--- src/rtl/flag_stack.sv ---
// Condition-flag register with per-bit write enables and a LIFO save/restore stack.
// Define FLAG_STACK_ERR_EN to enable the sticky overflow/underflow error bits.
module flag_stack #(
    parameter int WIDTH = 3,
    parameter int DEPTH = 4,
    localparam int CW   = $clog2(DEPTH + 1)
) (
    input  logic             clk,
    input  logic             rst,
    input  logic [WIDTH-1:0] wen,
    input  logic [WIDTH-1:0] flags_in,
    input  logic             push,
    input  logic             pop,
    input  logic             err_clr,
    output logic [WIDTH-1:0] flags_out,
    output logic [CW-1:0]    count,
    output logic             full,
    output logic             empty,
    output logic             ovf_err,
    output logic             unf_err
);

    logic [WIDTH-1:0] stack [DEPTH];
    logic [WIDTH-1:0] top;
    logic [WIDTH-1:0] wr_flags;
    logic             push_only;
    logic             pop_only;
    logic             do_push;
    logic             do_pop;

    assign full      = (count == CW'(DEPTH));
    assign empty     = (count == '0);
    assign push_only = push & ~pop;
    assign pop_only  = pop & ~push;
    assign do_push   = push_only & ~full;
    assign do_pop    = pop_only & ~empty;
    assign wr_flags  = (flags_out & ~wen) | (flags_in & wen);

    // Loop-based lookup keeps the index width independent of CW.
    always_comb begin
        top = '0;
        for (int i = 0; i < DEPTH; i++) begin
            if (count == CW'(i + 1)) begin
                top = stack[i];
            end
        end
    end

    always_ff @(posedge clk or negedge rst) begin
        if (!rst) begin
            flags_out <= '0;
            count     <= '0;
            for (int i = 0; i < DEPTH; i++) begin
                stack[i] <= '0;
            end
        end else begin
            if (do_pop) begin
                flags_out <= top;
                count     <= count - CW'(1);
            end else if (!pop_only) begin
                flags_out <= wr_flags;
            end
            if (do_push) begin
                count <= count + CW'(1);
            end
            for (int i = 0; i < DEPTH; i++) begin
                if (do_push && count == CW'(i)) begin
                    stack[i] <= flags_out;
                end
            end
        end
    end

`ifdef FLAG_STACK_ERR_EN
    logic ovf_set;
    logic unf_set;

    assign ovf_set = push_only & full;
    assign unf_set = pop_only & empty;

    // A new error in the same cycle as err_clr wins.
    always_ff @(posedge clk or negedge rst) begin
        if (!rst) begin
            ovf_err <= 1'b0;
            unf_err <= 1'b0;
        end else begin
            ovf_err <= (ovf_err & ~err_clr) | ovf_set;
            unf_err <= (unf_err & ~err_clr) | unf_set;
        end
    end
`else
    logic unused_err_clr;

    assign unused_err_clr = err_clr;
    assign ovf_err        = 1'b0;
    assign unf_err        = 1'b0;
`endif

endmodule
--- config.mk ---
export PLATFORM = sky130hd
export DESIGN_NAME = flag_stack
export DESIGN_NICKNAME = d
export VERILOG_FILES = /design/src/rtl/flag_stack.sv
export SDC_FILE = /design/constraint.sdc
export NUM_CORES = 1
export LEC_CHECK = 0
export CELL_PAD_IN_SITES_DETAIL_PLACEMENT = 0
export CELL_PAD_IN_SITES_GLOBAL_PLACEMENT = 1
export CORE_ASPECT_RATIO = 0.8
export CORE_MARGIN = 1.5
export CORE_UTILIZATION = 36
export CTS_CLUSTER_SIZE = 16
export DETAILED_ROUTE_END_ITERATION = 16
export PLACE_DENSITY = 0.81
export SKIP_LAST_GASP = 1
export SYNTH_ARGS = -nofsm -noshare
export SYNTH_HDL_FRONTEND = slang
export SYNTH_SLANG_ARGS = --single-unit
export TNS_END_PERCENT = 5
--- constraint.sdc ---
create_clock -name clk -period 1.79 [get_ports clk]
set_clock_uncertainty 0.15 [all_clocks]
set_input_delay 0.2685 -clock clk [delete_from_list [all_inputs] [get_ports clk]]
set_output_delay 0.2685 -clock clk [all_outputs]
set_load 0.01 [all_outputs]
==> impl_metrics.csv <==
group,metric,value,unit
cts,htreeDepth,1,
routing,viasPerCell,4.96,
global_route,grt_pass1_vias,929,
pwr,seq_power_share,30.3,%
hold_path,hold_class,"primary input to asynchronous set/reset pin",
yosys,ys_async_sr_fraction,100,%
routing,ant_nets,0,
yosys,netlist_area,0.00113,mm2
sta,fin_crit_sh,112,%
cts,cts_hold_buf,0,
pwr,ir_drop,0.611,mV
cts,cts_buffers,3,
yosys,synth.top_cell.area_share,39.7,%
sta,drv_slew,0,
floorplan,ios,21,
critical_path,reg2reg_from,"count[1]",
yosys,synthXorXnorAreaFrac,1.55,%
pwr,p_int,1.63,mW
yosys,synth_most_common_cell,"dfrtp_1",
routing,num_vias,908,
global_route,grt_usage,17.5,%
critical_path,crit_start,"count[1]",
critical_path,reg2reg_slack,-0.21,ns
yosys,synthMuxAreaShare,12.8,%
yosys,synth_compound_area_share,12.4,%
cts,cts.path.max_buffers,2,
layout,syn_to_final_growth,44.9,%
floorplan,rows,18,
routing,drc_errors,0,
floorplan,chipHeight,53.2,um
floorplan,die_area,0.00350,mm2
cts,clk-insertion-delay-late,0.26,ns
critical_path,r2r_cells,6,
yosys,synth_cell_type_count,29,
pwr,power_leakage,0.707,nW
routing,wl,2690,um
placement,gp_congestion,0.756,
pwr,power_density,1560,mW/mm2
sta,setup_ws,-0.206,ns
yosys,ys_seq_elements,18,
placement,dp_cells,176,
yosys,synthTopCellsByCount,"18 x dfrtp_1, 12 x mux2_2, 12 x nand2_1",
layout,register_area,454,um2
sta,fin_crit,2.00,ns
routing,drtPass1Iterations,4,
pwr,power_frac_comb,56.2,%
layout,fin_nets,161,
critical_path,critPathMaxFanout,4,
routing,drt_iter0_markers,17,
floorplan,die_w,65.7,um
critical_path,critPathKind,"flip-flop to flip-flop",
status,violations,"negative setup slack",
yosys,synthCells,107,
yosys,synth-simple-area-share,20.0,%
placement,place_area,0.00151,mm2
global_route,grt_pass1_wl,4460,um
yosys,synth_fa_ha_area_share,6.62,%
layout,multi_input_area,708,um2
pwr,swShare,36.3,%
layout,diodes,0,
routing,wire_per_inst,14.7,um
yosys,synth_area_leaders,"dfrtp_1 40%, mux2_2 12%, ha_1 6.6%, nor3b_2 4.4%, nand2_1 4.0%",
placement,io_buffer_count,17,
yosys,synth_area_per_cell,10.6,um2
cts,cts_tree,"built",
layout,postLayoutCoreUtil,54.0,%
yosys,synth-seq-area-share,39.7,%
placement,dp_hpwl,1970,um
sta,fmax,501,MHz
global_route,grt_antenna_before_repair,0,
critical_path,cp-end-kind,"flip-flop",
layout,drive_above_1_share,41.3,%
cts,clk_pin_slew,0.07,ns
yosys,ys_warn_count,0,
critical_path,cp.required,1.84,ns
critical_path,cp-start-kind,"flip-flop",
pwr,power_switching,0.930,mW
global_route,grt_start_max_net_pins,19,
sta,rsz0062_at_grt,"yes",
sta,final-setup-viol-count,13,
sta,fin_setup_tns,-1.48,ns
yosys,synth_ff_type,"dfrtp_1",
layout,finalNonFillerCells,183,
cts,cts_sinks,18,
layout,fill_cells,273,
floorplan,start_util,37.3,%
floorplan,core-area,0.00304,mm2
cts,cts-root-buf,"clkbuf_8",
critical_path,critical_path_arrival,2.04,ns
run,cap_violations,0,
status,status,"finished with violations",
layout,fin_area,0.00164,mm2
global_route,overflow,0,
yosys,synth-edff-count,0,
yosys,synth_top_family_by_area,"simple AND/OR/NAND/NOR gates",
pwr,p_clk_share,13.5,%
sta,finalHoldViolCount,0,
yosys,yosys.area.top_type,"dfrtp_1",
-- worst max-delay path by stage --
stage | cells after the start | end | slack, ns
floorplan | 7 | stack[0] | -0.11
CTS | 6 | flip-flop | -0.19
global placement | 6 | flip-flop | -0.19
finish | 6 | flip-flop | -0.21
detailed placement | 6 | flip-flop | -0.19
global route | 6 | flip-flop | -0.28
-- stage by stage --
step | hold slack, ns | total power, mW | setup slack (ns)
final | 0.176 | 2.56 | -0.206
after global routing | 0.212 | 2.73 | -0.280
after CTS | 0.192 | 2.52 | -0.186
after detailed placement | 0.346 | 2.09 | -0.186
after global placement | 0.340 | 2.05 | -0.192
after floorplan | -0.177 | 1.52 | -0.106
-- what timing repair did --
action,CTS,global route
setup endpoints to repair,8,18
setup buffers,2,1
pin swaps,9,6
resized for setup,10,3
-- power by group through the flow --
stage	Combinational, mW	Clock [mW]	Sequential (mW)
after detailed placement	1.34	0	0.752
final	1.44	0.345	0.775
after CTS	1.41	0.343	0.768
after global routing	1.57	0.360	0.797
after floorplan	0.782	0	0.742
after global placement	1.32	0	0.735
-- metal layers --
layer | GRT usage, % | wire (um) | up-vias
li1 | - | - | 447
met1 | 23.0 | 1340 | 444
met2 | 29.0 | 1260 | 13
met3 | 3.83 | 70 | 4
met4 | 5.21 | 31 | 0
met5 | 0 | 0 | -
-- worst max-delay path, cell delays in order, from the launching register on --
cell and delay, ns:
dfrtp_2 0.45, ha_4 0.18, ha_4 0.16, nor4b_4 0.38, a221oi_2 0.10, a221o_1 0.39, a21oi_2 0.12
-- kinds of logic after synthesis --
logic type	after synthesis
and+or+nand+nor	35
AOI/OAI and AO/OA	20
DFF	18
muxes	13
buffers and inverters	12
adders and majority gates	6
xor gates and xnor gates	2
other	1
-- layout by cell type, fill, tap and decap left out, drive strengths merged, types with 4 or more instances in the layout --
cell and count:
a21oi 8, clkdlybuf4s50 15, nand2b 7, mux2 12, inv 4, ha 6
nor3b 4, a221oi 4, clkbuf 4, nand2 12, dfrtp 18, buf 22
-- final cells by class --
type / instances / share of cell area, %
Inverter: 4 / 1.07
Timing Repair Buffer: 39 / 21.8
Clock buffer: 4 / 3.35
Sequential cell: 18 / 27.6
Tap cell: 40 / 3.05
Multi-Input combinational cell: 78 / 43.1
Note: power is estimated with default switching activity, not from simulation.
